--- config.mk ---
export PLATFORM = sky130hd
export DESIGN_NAME = wb_fifo_uart_tx
export DESIGN_NICKNAME = d
export VERILOG_FILES = /design/src/rtl/wb_fifo_uart_tx.sv
export SDC_FILE = /design/constraint.sdc
export NUM_CORES = 1
export LEC_CHECK = 0
export ABC_AREA = 1
export CAP_MARGIN = 20
export CORE_MARGIN = 2
export CORE_UTILIZATION = 43
export CTS_CLUSTER_SIZE = 12
export DETAILED_ROUTE_END_ITERATION = 6
export GPL_TIMING_DRIVEN = 0
export PLACE_DENSITY_LB_ADDON = 0.15
export SLEW_MARGIN = 10
export SYNTH_ARGS = -nofsm -noshare
export SYNTH_HDL_FRONTEND = slang
export SYNTH_SLANG_ARGS = --single-unit
--- constraint.sdc ---
create_clock -name i_clk -period 2.4 [get_ports i_clk]
set_input_delay 0.48 -clock i_clk [delete_from_list [all_inputs] [get_ports i_clk]]
set_output_delay 0.48 -clock i_clk [all_outputs]
set_load 0.005 [all_outputs]
--- src/rtl/wb_fifo_uart_tx.sv ---
// -----------------------------------------------------------------------------
// wb_fifo_uart_tx
//
// Pops words from a Wishbone-attached FIFO and transmits each one as an
// 8N1-style UART frame (start bit, DW data bits LSB first, stop bit).
//
// Optional feature macro: WB_FIFO_UART_TX_PARITY_EN
//   When defined, an even-parity bit (XOR of the data bits) is sent between
//   the last data bit and the stop bit.
//
// Ports:
//   i_clk           system clock
//   i_reset_n       synchronous active-low reset
//   o_wb_pop_stb    pop request strobe, one cycle wide
//   o_wb_pop_cyc    bus cycle, high from strobe until ack or timeout
//   i_wb_pop_data   popped word, valid while i_wb_pop_ack is high
//   i_wb_pop_ack    pop acknowledge
//   i_wb_pop_stall  responder stall; no strobe is issued while high
//   i_fifo_empty    FIFO empty flag
//   o_uart_tx       serial line, idle high
//   o_busy          high in every state except IDLE and GUARD
//   o_timeout_err   sticky ack-timeout flag, cleared only by reset
//
// Pop handshake: a request is offered by holding o_wb_pop_stb high for exactly
// one cycle together with o_wb_pop_cyc, and only when i_wb_pop_stall is low in
// IDLE. The word transfers in the cycle i_wb_pop_ack is high while the block
// waits for it; acks seen in any other state are ignored. If no ack arrives
// within ACK_TIMEOUT cycles of the strobe the cycle is dropped and the word is
// considered lost.
// -----------------------------------------------------------------------------
module wb_fifo_uart_tx #(
    parameter int DW           = 8,
    parameter int CLKS_PER_BIT = 16,
    parameter int ACK_TIMEOUT  = 8
) (
    input  logic          i_clk,
    input  logic          i_reset_n,
    output logic          o_wb_pop_stb,
    output logic          o_wb_pop_cyc,
    input  logic [DW-1:0] i_wb_pop_data,
    input  logic          i_wb_pop_ack,
    input  logic          i_wb_pop_stall,
    input  logic          i_fifo_empty,
    output logic          o_uart_tx,
    output logic          o_busy,
    output logic          o_timeout_err
);

    localparam int GUARD_CYCLES = 2;
    localparam int GUARD_W      = $clog2(GUARD_CYCLES) + 1;
    localparam int BAUD_W       = $clog2(CLKS_PER_BIT) + 1;
    localparam int BIT_W        = $clog2(DW) + 1;
    localparam int TO_W         = $clog2(ACK_TIMEOUT) + 1;

    typedef enum logic [2:0] {
        S_GUARD,
        S_IDLE,
        S_REQ,
        S_WAIT_ACK,
        S_START,
        S_DATA,
`ifdef WB_FIFO_UART_TX_PARITY_EN
        S_PARITY,
`endif
        S_STOP
    } state_t;

    state_t              state, state_n;
    logic [GUARD_W-1:0]  guard_cnt, guard_n;
    logic [BAUD_W-1:0]   baud_cnt, baud_n;
    logic [BIT_W-1:0]    bit_cnt, bit_n;
    logic [TO_W-1:0]     to_cnt, to_n;
    logic [DW-1:0]       shift_reg, shift_n;
    logic                err_n;
    logic                stb_n, cyc_n, tx_n, busy_n;
    logic                baud_end;
`ifdef WB_FIFO_UART_TX_PARITY_EN
    logic                parity_q, parity_n;
`endif

    assign baud_end = (baud_cnt == BAUD_W'(CLKS_PER_BIT - 1));

    // Next-state and next-output logic. Outputs are derived from the next
    // state so that every output port comes straight from a flop.
    always_comb begin
        state_n   = state;
        guard_n   = guard_cnt;
        baud_n    = baud_cnt;
        bit_n     = bit_cnt;
        to_n      = to_cnt;
        shift_n   = shift_reg;
        err_n     = o_timeout_err;
`ifdef WB_FIFO_UART_TX_PARITY_EN
        parity_n  = parity_q;
`endif

        case (state)
            S_GUARD: begin
                // Lets the responder's empty flag and pointers settle after
                // the previous pop before it is sampled again.
                if (guard_cnt <= GUARD_W'(1)) begin
                    guard_n = '0;
                    state_n = S_IDLE;
                end else begin
                    guard_n = guard_cnt - 1'b1;
                end
            end
            S_IDLE: begin
                if (!i_fifo_empty && !i_wb_pop_stall) begin
                    state_n = S_REQ;
                end
            end
            S_REQ: begin
                // First WAIT_ACK cycle is one cycle after the strobe.
                to_n    = TO_W'(1);
                state_n = S_WAIT_ACK;
            end
            S_WAIT_ACK: begin
                if (i_wb_pop_ack) begin
                    shift_n = i_wb_pop_data;
`ifdef WB_FIFO_UART_TX_PARITY_EN
                    parity_n = ^i_wb_pop_data;
`endif
                    to_n    = '0;
                    baud_n  = '0;
                    bit_n   = '0;
                    state_n = S_START;
                end else if (to_cnt >= TO_W'(ACK_TIMEOUT)) begin
                    to_n    = '0;
                    err_n   = 1'b1;
                    guard_n = GUARD_W'(GUARD_CYCLES);
                    state_n = S_GUARD;
                end else begin
                    to_n = to_cnt + 1'b1;
                end
            end
            S_START: begin
                if (baud_end) begin
                    baud_n  = '0;
                    bit_n   = '0;
                    state_n = S_DATA;
                end else begin
                    baud_n = baud_cnt + 1'b1;
                end
            end
            S_DATA: begin
                if (baud_end) begin
                    baud_n  = '0;
                    shift_n = shift_reg >> 1;
                    if (bit_cnt == BIT_W'(DW - 1)) begin
                        bit_n = '0;
`ifdef WB_FIFO_UART_TX_PARITY_EN
                        state_n = S_PARITY;
`else
                        state_n = S_STOP;
`endif
                    end else begin
                        bit_n = bit_cnt + 1'b1;
                    end
                end else begin
                    baud_n = baud_cnt + 1'b1;
                end
            end
`ifdef WB_FIFO_UART_TX_PARITY_EN
            S_PARITY: begin
                if (baud_end) begin
                    baud_n  = '0;
                    state_n = S_STOP;
                end else begin
                    baud_n = baud_cnt + 1'b1;
                end
            end
`endif
            S_STOP: begin
                if (baud_end) begin
                    baud_n  = '0;
                    guard_n = GUARD_W'(GUARD_CYCLES);
                    state_n = S_GUARD;
                end else begin
                    baud_n = baud_cnt + 1'b1;
                end
            end
            default: begin
                guard_n = GUARD_W'(GUARD_CYCLES);
                state_n = S_GUARD;
            end
        endcase

        stb_n  = (state_n == S_REQ);
        cyc_n  = (state_n == S_REQ) || (state_n == S_WAIT_ACK);
        busy_n = (state_n != S_GUARD) && (state_n != S_IDLE);

        case (state_n)
            S_START:  tx_n = 1'b0;
            S_DATA:   tx_n = shift_n[0];
`ifdef WB_FIFO_UART_TX_PARITY_EN
            S_PARITY: tx_n = parity_n;
`endif
            default:  tx_n = 1'b1;
        endcase
    end

    always_ff @(posedge i_clk) begin
        if (!i_reset_n) begin
            state         <= S_GUARD;
            guard_cnt     <= GUARD_W'(GUARD_CYCLES);
            baud_cnt      <= '0;
            bit_cnt       <= '0;
            to_cnt        <= '0;
            shift_reg     <= '0;
            o_timeout_err <= 1'b0;
            o_wb_pop_stb  <= 1'b0;
            o_wb_pop_cyc  <= 1'b0;
            o_uart_tx     <= 1'b1;
            o_busy        <= 1'b0;
`ifdef WB_FIFO_UART_TX_PARITY_EN
            parity_q      <= 1'b0;
`endif
        end else begin
            state         <= state_n;
            guard_cnt     <= guard_n;
            baud_cnt      <= baud_n;
            bit_cnt       <= bit_n;
            to_cnt        <= to_n;
            shift_reg     <= shift_n;
            o_timeout_err <= err_n;
            o_wb_pop_stb  <= stb_n;
            o_wb_pop_cyc  <= cyc_n;
            o_uart_tx     <= tx_n;
            o_busy        <= busy_n;
`ifdef WB_FIFO_UART_TX_PARITY_EN
            parity_q      <= parity_n;
`endif
        end
    end

endmodule

==> results, run 1 <==
- The post-synthesis area per instance is 7.28 um2.
- The number of endpoints with negative hold slack in the final report was 0.
- dfxtp_1 takes more of the synthesized area than any other cell.
- In this run the power density over the cells is 633 mW/mm2.
- The filler cells instantiated in the layout total 377.
- The number of buffers on the longest clock path is 2.
- The combined area of all synthesized cells is 0.00167 mm2.
- The post-cts gate resize count is 0.
- The number of clock sinks seen by CTS is 31.
- The initial antenna violation count is 0.
- Hold is met by 461 ps.
- The number of distinct library cells after synthesis is 34.
- The full die area is 0.00439 mm2.
- In this run the most critical hold path is launched from shift_reg[7]$_SDFFE_PN0P_.
- The number of global-route vias before repair is 1,325.
- For met2 alone, demand over resource in global routing was 0.274.
- The worst setup path is of the in2reg kind.
- The routed length per instance is 10.2 um.
- The critical path contains buffers and inverters numbering 2 combined.
- The count of cells along the worst hold path is 2.
- The number of flip-flops and latches in the synthesized netlist is 31.
- In this run the critical register-to-register path is captured at o_uart_tx$_SDFF_PN1_.
- The number of design-rule violations left by the first detailed-router iteration is 44.
- Walking the worst path, the cells encountered are clkdlybuf4s50_1 > inv_1 > nor2_4 > nor2_4 > nand2_1 > nand2_1 > nand2_1 > nand2_1.
- The global-route track usage on met3 is 0.0664.
- The post-CTS setup buffer count is 0.
- The post-route minimum period is 1600 ps.
- The final-report max-slew violation count is 0.
- Buffers placed on the I/O ports in this run total 16.
- The wire-length estimate of the detail-placed layout is 2370 um.
- For this run, global-route usage on met1 was measured as 0.207.
- The register with the most flip-flops in the layout has 8 of them.
- Wires add up to 3080 um.
- The share of the clock period used by the worst path after layout is 0.666.
- The kind of cell with the highest combined delay on the critical path is buffers and inverters.
- The required time reported for the critical path endpoint is 2580 ps.
- The number of buffers inserted for hold repair after clock tree synthesis is 0.
- After technology mapping, the gate count stands at 229.
- The final layout contains 269 nets.
- The aggregate negative setup slack is 0 ps.
- Static timing analysis puts the maximum clock frequency at 625 MHz.
- Setup repair after global routing left no endpoint under its margin.
- For this design the static power due to leakage is 0.000844 uW.
- The worst setup path is captured at a register.
- For this configuration, the core starts out at a cell density of 0.452.
- The remaining number of nets flagged by the antenna check after routing is 0.
- In this design, the critical path's most frequently occurring cell is nand2_1.
- The die is 66.3 um tall.
- The peak per-stage delay on the critical path is 530 ps.
- The critical-path maximum fanout is 10.
- STA puts the critical path data arrival time at 1780 ps.
- For the pin with the worst max-slew slack, the measured transition is 487 ps.
- The setup-violating endpoint count in the final report is 0.
- The horizontal extent of the die is 66.3 um.
- The utilization of the core after routing is 0.534.
- For this run, design rule violations remaining after detail routing come to 0.
- The number of iterations in the first detailed-routing pass is 4.
- After synthesis, the cell types taking the most area are dfxtp_1 37%, nand2_1 16%, nor2_1 6.5%, inv_1 4.1%, nor2_4 4.1%.
- The global placement routability congestion is 0.886.
- In this run the worst hold path is classified as reg2reg.
- The antenna cell count is 0.
- Entering global routing, the biggest net connects 11 pins.
- The fraction of the yosys area taken by sequential cells is 0.372.
- The sum of overflow across all layers after global routing is 0.
- The setup check on the worst reg-to-reg path leaves a slack of 850 ps.
- Of the post-synthesis cell area, the dominant cell type holds 0.372.
- The first-pass GRT wire length is 5670 um.
- The count of boundary I/O pins is 18.
- STA classifies the critical path startpoint as a primary input.
- The critical path's slowest cell is clkdlybuf4s50_1.
- Headroom to the max-slew limit came out at 0.676.
- The number of nets handed over by synthesis was 246.
- The CTS H-tree depth is 2.
- In the final layout, flip-flops and latches occupy 621 um2.
- The run finished with clean final reports.
- The highest ir drop seen on vdd is 0.483 mV.
- Max-cap violations in this run came to 0.
- The destination of the worst hold path is shift_reg[7]$_SDFFE_PN0P_.
- The global-route total usage across every layer is 0.172.
- On the final layout, the worst clock skew is 4.20 ps.
- The startpoint of the worst register-to-register path is baud_cnt[0]$_SDFFE_PN0P_.
- The clock insertion delay at the later pin of the skew report is 280 ps.
- Yosys printed 0 warnings.
- In the final layout, the share of cells above drive strength 1 is 0.170.
- The multi-input logic area is 911 um2.
- The number of buffers added by the clock tree synthesis step is 5.
- TritonCTS built the clock tree.
- The total number of vias is 1,424.
- The area growth from synthesis to layout is 18.2%.
- The standard cell core area is 0.00369 mm2.
- The site row count is 22.
- Clock-pin slew was measured on the worst setup and hold paths at 70 ps.
- The worst reg2reg path depth is 8.
- The tree is rooted in a clkbuf_8.
- The busiest layer in global routing is met2.
- The via density per instance is 4.73.
## final cells by class
| cell class | instances | share of cell area |
|---|---|---|
| plain buffers | 5 | 0.0184 |
| clock buffers | 5 | 0.0349 |
| clock inverters | 3 | 0.00762 |
| inverters | 24 | 0.0502 |
| multi-input cells | 169 | 0.462 |
| flip-flops and latches | 31 | 0.315 |
| well taps | 48 | 0.0305 |
| repair buffers | 16 | 0.0813 |
## worst reg2reg max path, cell delays in order (launching register included)
cell,delay (ps)
dfxtp_1,380
ha_1,230
nand4_1,230
nor2_4,270
nor2_4,90
nand2_1,110
nand2_1,50
nand2_1,50
nand2_1,50
## worst max-delay path by stage
stage,from,to,slack [ps],cells past startpoint
floorplan,baud_cnt[0]$_SDFFE_PN0P_,o_uart_tx$_SDFF_PN1_,1070,8
global placement,i_wb_pop_ack,o_uart_tx$_SDFF_PN1_,480,8
detailed placement,i_wb_pop_ack,o_uart_tx$_SDFF_PN1_,480,8
CTS,i_wb_pop_ack,o_uart_tx$_SDFF_PN1_,780,8
global route,baud_cnt[0]$_SDFFE_PN0P_,o_uart_tx$_SDFF_PN1_,610,8
finish,i_wb_pop_ack,o_uart_tx$_SDFF_PN1_,800,8
## cells in the mapped netlist (all sizes together)
master	number
nand3	16
a31oi	1
nand2	73
a21oi	17
a221oi	1
ha	4
or2	2
a211oi	1
xnor2	1
dfxtp	31
nor3b	1
clkbuf	1
nand4	3
inv	23
nor3	3
buf	4
clkinv	1
o21ai	6
o31ai	1
nor2	38
xor2	1
## cell usage in the layout (no fill, tap or decap)
cell type | Yosys | routed
clkdlybuf4s50_1 | 0 | 16
nand3_4 | 3 | 3
nor3b_1 | 1 | 1
buf_6 | 2 | 2
ha_1 | 4 | 4
inv_4 | 3 | 3
inv_2 | 2 | 2
o21ai_0 | 4 | 4
clkinv_2 | 1 | 4
nor2_4 | 6 | 6
or2_0 | 1 | 1
nand3_1 | 11 | 11
a31oi_1 | 1 | 1
a21oi_2 | 5 | 5
or2_2 | 1 | 1
inv_1 | 18 | 18
buf_2 | 2 | 2
xnor2_1 | 1 | 1
nand2_1 | 70 | 70
nor2_2 | 3 | 3
dfxtp_1 | 31 | 31
a211oi_2 | 1 | 1
nand2_2 | 2 | 2
xor2_1 | 1 | 1
nand4_1 | 3 | 3
o21ai_4 | 1 | 1
o21ai_1 | 1 | 1
clkbuf_8 | 0 | 5
nor3_1 | 3 | 3
o31ai_1 | 1 | 1
nand3_2 | 2 | 2
nand2_4 | 1 | 1
a221oi_1 | 1 | 1
a21oi_1 | 12 | 12
nor2_1 | 29 | 29
clkbuf_1 | 1 | 1
## routing by layer
layer | vias to the layer above | share of wire
met4 | 0 | 0.017
li1 | 777 | -
met5 | - | 0
met2 | 21 | 0.45
met1 | 621 | 0.50
met3 | 5 | 0.033
## per-stage QoR
stage | cell area, um2 | total power (uW) | cells | setup WS [ps]
6_report | 1970 | 1250 | 301 | 801
5_1_grt | 1970 | 1330 | 301 | 613
4_1_cts | 1970 | 1270 | 301 | 778
3_5_place_dp | 1890 | 874 | 293 | 476
3_3_place_gp | 1890 | 869 | 293 | 482
2_1_floorplan | 1670 | 801 | 229 | 1070
## report_power, final
group | switching, uW | internal [uW]
Clock | 193 | 198
Combinational | 160 | 111
Sequential | 32.0 | 553
## cell families after synthesis
family / after synthesis / share of synthesized area
flops: 31 / 0.372
buf+inv: 29 / 0.0811
fa+ha+maj: 4 / 0.0300
xor+xnor: 2 / 0.0105
simple gates: 136 / 0.398
compound gates: 27 / 0.108
Power figures use the tool's default switching activity.
==> run 2: changes to the inputs <==
==> constraint.sdc (replaced) <==
create_clock -name i_clk -period 1.3 [get_ports i_clk]
set_input_delay 0.26 -clock i_clk [delete_from_list [all_inputs] [get_ports i_clk]]
set_output_delay 0.26 -clock i_clk [all_outputs]
set_load 0.005 [all_outputs]
==> run 2 against run 1 <==
Critical path depth rose by 1. The flow now finishes with violations (setup timing). Final cell count rose by 3.7%. Worst setup slack got worse by 940 ps. Utilization rose by 6.0 points. Largest power group unchanged. Hold slack got worse by 190 ps. Final area rose by 11%. Sequential power rose by 86%. Sequential share of layout area fell by 2.7 points. Clock power rose by 78%. Via count rose by 6.2%. Clock-buffer cell count rose by 1. Clock skew rose by 5.3 ps.
==> results, run 2 (same netlist as run 1, synthesis figures left out) <==
- The number of antenna diodes in the final layout is 0.
- The final-report max-slew violation count came to 0.
- Counting the buffers created by CTS gives 5.
- The area growth from synthesis to layout is 31.5%.
- The busiest layer in global routing is met2.
- Setup slack on the critical path of the routed design comes to -135 ps.
- The hold slack is 276 ps.
- The sum of overflow across all layers after global routing is 0.
- The final layout contains 282 nets.
- The initial cell density of the core is 0.452.
- Static timing analysis puts the maximum clock frequency at 697 MHz.
- After floorplanning, the core was sized to cover 0.00369 mm2.
- The max-cap violation count is 0.
- Once detail routing completed, the nets flagged for antenna violations numbered 0.
- In the final routed layout, each cell accounts on average for 11.4 um.
- At the end of routability-driven placement, the weighted congestion stood at 0.809.
- The initial antenna violation count was 0.
- The overall routed net length is 3570 um.
- The placed wire-length estimate after detailed placement is 2350 um.
- The share of final-layout standard cells stronger than drive strength 1 is 0.337.
- The clock insertion delay at the later pin of the skew report is 290 ps.
- The reported leakage power is 0.000950 uW.
- Data on the critical path arrives at its endpoint at 1610 ps.
- The H-tree generated during clock tree synthesis spans 2 levels.
- The root buffer cell chosen for the clock tree is clkbuf_8.
- In the layout the commonest cells are 57 x nand2_1, 24 x nor2_1, 24 x dfxtp_1.
- The count of boundary I/O pins is 18.
- The pin count of the biggest net entering global routing is 11.
- Across every metal layer, demand over resource in global routing totals 0.179.
- The kind of path behind the tightest hold check is in2reg.
- Clock tree synthesis found a total of 31 sinks.
- The die covers 0.00439 mm2.
- The critical path goes through ha_4 > buf_4 > nand3_4 > nor2_4 > nand2_2 > nand3_4 > nand2_1 > nand2_1 > nor2_1.
- The overall die height is 66.3 um.
- The slowest stage of the critical path is the dfxtp_4 cell.
- The power density over the cells is 1060 mW/mm2.
- Clock-pin slew was measured on the worst setup and hold paths at 70 ps.
- Of all nets on the critical path, the largest fanout is 7.
- The number of endpoints with negative hold slack in the final report is 0.
- The number of fill cells is 364.
- The global-route track usage on met3 is 0.0460.
- The most common cell after layout, fill and taps aside is nand2_1.
- The checks that failed: setup timing.
- For met1 alone, demand over resource in global routing was 0.198.
- The site row count is 22.
- For this block, the initial DRC count from the detailed router was 55.
- Setup repair after global routing could not meet its margin everywhere.
- The total number of vias is 1,512.
- The CTS tree is built.
- For this run, global-route usage on met2 was measured as 0.314.
- The worst setup path is launched from a register.
- The number of non-filler instances in the completed layout is 312.
- In the finished design, the share of the clock period the worst path needs comes to 1.10.
- The flow ran to the end, but the final reports show violations.
- In this run the horizontal extent of the chip is 66.3 um.
- The first-pass GRT wire length is 5860 um.
- For the final database, setup skew stands at 9.53 ps.
- Buffers placed on the I/O ports in this run total 16.
- Headroom to the max-slew limit came out at 0.690.
- The slew at the pin closest to its max-slew limit is 464 ps.
- Setup violations remaining at the end of the flow were counted as 21.
- After detailed routing, the number of vias per cell comes to 4.85.
- The pre-antenna-repair detailed-routing pass consisted of 5 iterations.
- In the routed design, unresolved DRC markers number 0.
- The number of global-route vias before repair was 1,382.
- The kind of critical path is reg2reg.
- The required time reported for the critical path endpoint is 1480 ps.
- The number of flip-flops under the largest register name is 8.
- On the worst path, the slowest cell contributes a delay of 360 ps.
- IR analysis of the VDD net gives a maximum drop of 0.927 mV.
- The number of buffers on the longest clock path is 2.
- The sort of element at the end of the critical path is a register.
- The post-route minimum period is 1440 ps.
- The number of placed instances, taps included is 293.
==> run 2: cell count changes in the layout (fill, tap and decap cells not counted), sizes merged, moves of 3 or more <==
| cell | previous run | this run |
|---|---|---|
| clkdlybuf4s50 | 16 | 10 |
| buf | 4 | 16 |
| clkinv | 4 | 1 |
| dlygate4sd2 | 0 | 5 |
==> run 2: critical path, delay by kind of cell, from the launching register on <==
family | cells | cell delay [ps]
fa+ha+maj | 1 | 140
buf+inv | 1 | 110
flops | 1 | 360
simple gates | 7 | 710
==> run 2: through the flow <==
step / utilization / setup TNS, ps / worst slack (ps) / total power [uW] / area (um2)
2_1_floorplan: - / 0 / 7.86 / 1480 / 1670
3_3_place_gp: 0.513 / -6230 / -377 / 1610 / 1890
3_5_place_dp: 0.513 / -6200 / -375 / 1610 / 1890
4_1_cts: 0.564 / -322 / -61.6 / 2310 / 2080
5_1_grt: 0.594 / -3270 / -200 / 2470 / 2190
6_report: 0.594 / -1430 / -135 / 2330 / 2190
==> run 2: where the power goes <==
group          leakage [uW]  internal, uW  switching (uW)
sequential         0.000254          1020            62.0
combinational      0.000659           228             325
clock             0.0000371           356             339
total              0.000950          1610             726
==> run 2: worst paths after layout <==
check / startpoint / endpoint / slack, ps / cells past startpoint
max: baud_cnt[0]$_SDFFE_PN0P_ / bit_cnt[1]$_SDFFE_PN0P_ / -140 / 9
min: i_reset_n / guard_cnt[1]$_SDFFE_PN1P_ / 280 / 2
max reg2reg: baud_cnt[0]$_SDFFE_PN0P_ / bit_cnt[1]$_SDFFE_PN0P_ / -140 / 9
min reg2reg: shift_reg[0]$_SDFF_PN0_ / shift_reg[0]$_SDFF_PN0_ / 460 / 2
==> run 2: metal layers <==
layer,vias up,share of wire
met5,-,0
met4,0,0.019
met3,8,0.029
met2,19,0.50
met1,689,0.45
li1,796,-
==> run 2: what timing repair did <==
| item | CTS | global route |
|---|---|---|
| gates resized for setup | 26 | 22 |
| setup buffers | 7 | 5 |
| pin swaps | 8 | 19 |
| setup endpoints to repair | 24 | 23 |
| cloned | 1 | 0 |
| hold buffers | 0 | 0 |
==> run 2: layout make-up <==
class,instances,area [um2],share of cell area
multi-input combinational,170,1040,0.473
sequential,31,632,0.288
timing repair buffer,28,250,0.114
inverter,24,104,0.0474
clock buffer,6,72.6,0.0331
tap,48,60.1,0.0274
buffer,5,36.3,0.0166
==> run 3: changes to the inputs <==
--- a/config.mk
+++ b/config.mk
@@ -7,7 +7,6 @@
 export LEC_CHECK = 0
 export ABC_AREA = 1
 export CAP_MARGIN = 20
-export CORE_MARGIN = 2
 export CORE_UTILIZATION = 43
 export CTS_CLUSTER_SIZE = 12
 export DETAILED_ROUTE_END_ITERATION = 6
==> run 3 against run 2 <==
The run still ends with setup timing left. Final area decreased by 1.5%. Power increased by 5.3%. Hold slack gained 10 ps. Sequential cell count unchanged. Via count fell by 3.9%. Sequential power hardly changed. Non-clock buffer count shrank 4. First-iteration DRC count increased by 5.5%. Clock skew decreased by 5.4 ps. Critical path depth is 1 lower. Combinational power is 3% lower.
==> results, run 3 (same netlist as run 1, synthesis figures left out) <==
- The standard cell core area is 0.00369 mm2.
- The checks that failed: setup timing.
- The total of buffers placed on input and output ports is 16.
- The upper clock frequency limit is 702 MHz.
- The arrival time at the worst endpoint is 1600 ps.
- The required time reported for the critical path endpoint is 1480 ps.
- The type of element launching the critical path is a register.
- Entering global routing, the biggest net connects 11 pins.
- The critical-path maximum fanout is 8.
- The number of endpoints with negative hold slack in the final report is 0.
- The smallest setup slack after layout is -125 ps.
- The number of buffers inserted for hold repair after clock tree synthesis is 0.
- The global-route total usage across every layer is 0.195.
- The relative slew slack is 0.687.
- The final-report max-slew violation count is 0.
- The sort of element at the end of the critical path is a register.
- The placed wire-length estimate after detailed placement is 2370 um.
- The number of global-route vias before repair is 1,363.
- The worst setup path is of the reg2reg kind.
- The slowest stage of the critical path belongs to the cell dfxtp_4.
- The internal portion of the total power is 1720 uW.
- The horizontal extent of the die is 64.3 um.
- The fraction of power consumed by combinational cells is 0.219.
- The net count of the finished layout is 278.
- The full die area is 0.00413 mm2.
- The switching power as a share of total power is 0.300.
- The number of buffers and inverters on the critical path is 0.
- The number of buffers on the longest clock path is 2.
- The critical path runs through a total of 8 cells.
- In the final layout, the share of cells above drive strength 1 is 0.290.
- The peak per-stage delay on the critical path is 360 ps.
- The global placement routability congestion is 0.788.
- The kind of cell with the highest combined delay on the critical path is simple AND/OR/NAND/NOR gates.
- The run finished, with violations left.
- Counting instances, the worst hold path has a depth of 2.
- The number of clock buffers added by TritonCTS is 5.
- The post-route DRC violation count is 0.
- The analysis attributes to net switching a power of 737 uW.
- For the pin with the worst max-slew slack, the measured transition is 470 ps.
- The tightest min-delay check is of the in2reg type.
- CTS placed an instance of clkbuf_8 at the clock tree root.
- Setup repair after global routing could not meet its margin everywhere.
- Relative to the synthesized area, the layout overhead comes to 29.5%.
- The design draws 2460 uW.
- The clock transition at the registers of the reported paths is 70 ps.
- For this design the static power due to leakage is 0.000946 uW.
- Clock skew on the completed layout was measured at 4.10 ps.
- The CTS tree is built.
- The power density over the cells is 1140 mW/mm2.
- The H-tree was split into 2 levels.
- The total number of vias is 1,453.
- The initial antenna violation count is 0.
- Before antenna repair, the detailed router went through 4 iterations.
- The sequential cell fraction of total power is 0.441.
- The first routing iteration left 58 violations.
- The clock net in this run drives a total of 31 sinks.
- The most numerous cell type found on the critical path is nand2_1.
- The signal on the critical path passes through ha_4 > nand4_1 > nor2_4 > nor2_4 > nand2_2 > nand2_1 > nand2_1 > nand2_1.
- The most common cell after layout, fill and taps aside is nand2_1.
- The die is 64.3 um tall.
- The later pin in the worst-skew pair is clocked with a latency of 280 ps.
- The share of total power dissipated in the clock network is 0.340.
- The first-pass GRT wire length is 6070 um.
- The count of boundary I/O pins is 18.
- Setup violations remaining at the end of the flow were counted as 16.
- After detailed routing, the average wire length per cell comes to 11.1 um.
- The max-cap violation count is 0.
- The initial utilization of the core area, before any placement, comes to 0.452.
- For this run, the share of the core covered by cells in the final layout is 0.585.
- The sum of overflow across all layers after global routing is 0.
- The smallest clock period supported by the final layout is computed as 1430 ps.
- The via density per instance is 4.69.
- The floorplan has 22 rows.
- The worst-case IR drop observed on VDD is 0.721 mV.
- The overall routed net length is 3450 um.
- The remaining number of nets flagged by the antenna check after routing is 0.
- The antenna cell count is 0.
- Of the available clock period, the critical path in the final layout requires 1.10.
- The register with the most flip-flops in the layout has 8 of them.
- The library cells used most frequently in the layout, excluding fill and tap cells, are 63 x nand2_1, 26 x nor2_1, 25 x dfxtp_1.
- The worst reg2reg path depth is 8.
==> run 3: area by class of cell <==
cell class	instances	area, um2
fill	373	1530
buffer	5	36.3
inverter	24	101
sequential	31	633
multi-input combinational	170	1000
tap	48	60.1
timing repair buffer	24	226
clock buffer	8	100
==> run 3: timing repair <==
item / 4_1_cts / 5_1_grt
resized for setup: 18 / 16
setup endpoints to repair: 25 / 25
setup buffers: 6 / 2
pin swaps: 5 / 12
cloned: 1 / 0
==> run 3: worst paths after layout <==
kind / slack (ps) / endpoint / from
worst max-delay path: -130 / o_uart_tx$_SDFF_PN1_ / baud_cnt[0]$_SDFFE_PN0P_
worst min-delay path: 290 / guard_cnt[1]$_SDFFE_PN1P_ / i_reset_n
worst max register to register: -130 / o_uart_tx$_SDFF_PN1_ / baud_cnt[0]$_SDFFE_PN0P_
worst min register to register: 460 / shift_reg[0]$_SDFF_PN0_ / shift_reg[0]$_SDFF_PN0_
==> run 3: routing by layer <==
layer	routed length, um	share of wire	up-vias	track usage
met1	1610	0.47	634	0.227
met3	86	0.025	7	0.0482
li1	-	-	794	-
met4	65	0.019	0	0.0833
met2	1690	0.49	18	0.336
met5	0	0	-	0
==> run 3: power by group through the flow <==
stage,combinational (uW),clock [uW],sequential (uW)
after floorplan,385,0,1090
after global placement,506,0,1100
after detailed placement,513,0,1100
after CTS,521,856,1080
after global routing,600,911,1090
final,538,836,1080
==> run 3: stage by stage <==
step | setup TNS, ps | std cells | setup slack [ps] | cell area [um2] | hold slack (ps)
2_1_floorplan | 0 | 229 | 7.86 | 1670 | 407
3_3_place_gp | -6180 | 293 | -370 | 1890 | 452
3_5_place_dp | -5960 | 293 | -363 | 1890 | 455
4_1_cts | -826 | 308 | -85.0 | 2090 | 278
5_1_grt | -2980 | 310 | -250 | 2160 | 290
6_report | -1130 | 310 | -125 | 2160 | 286
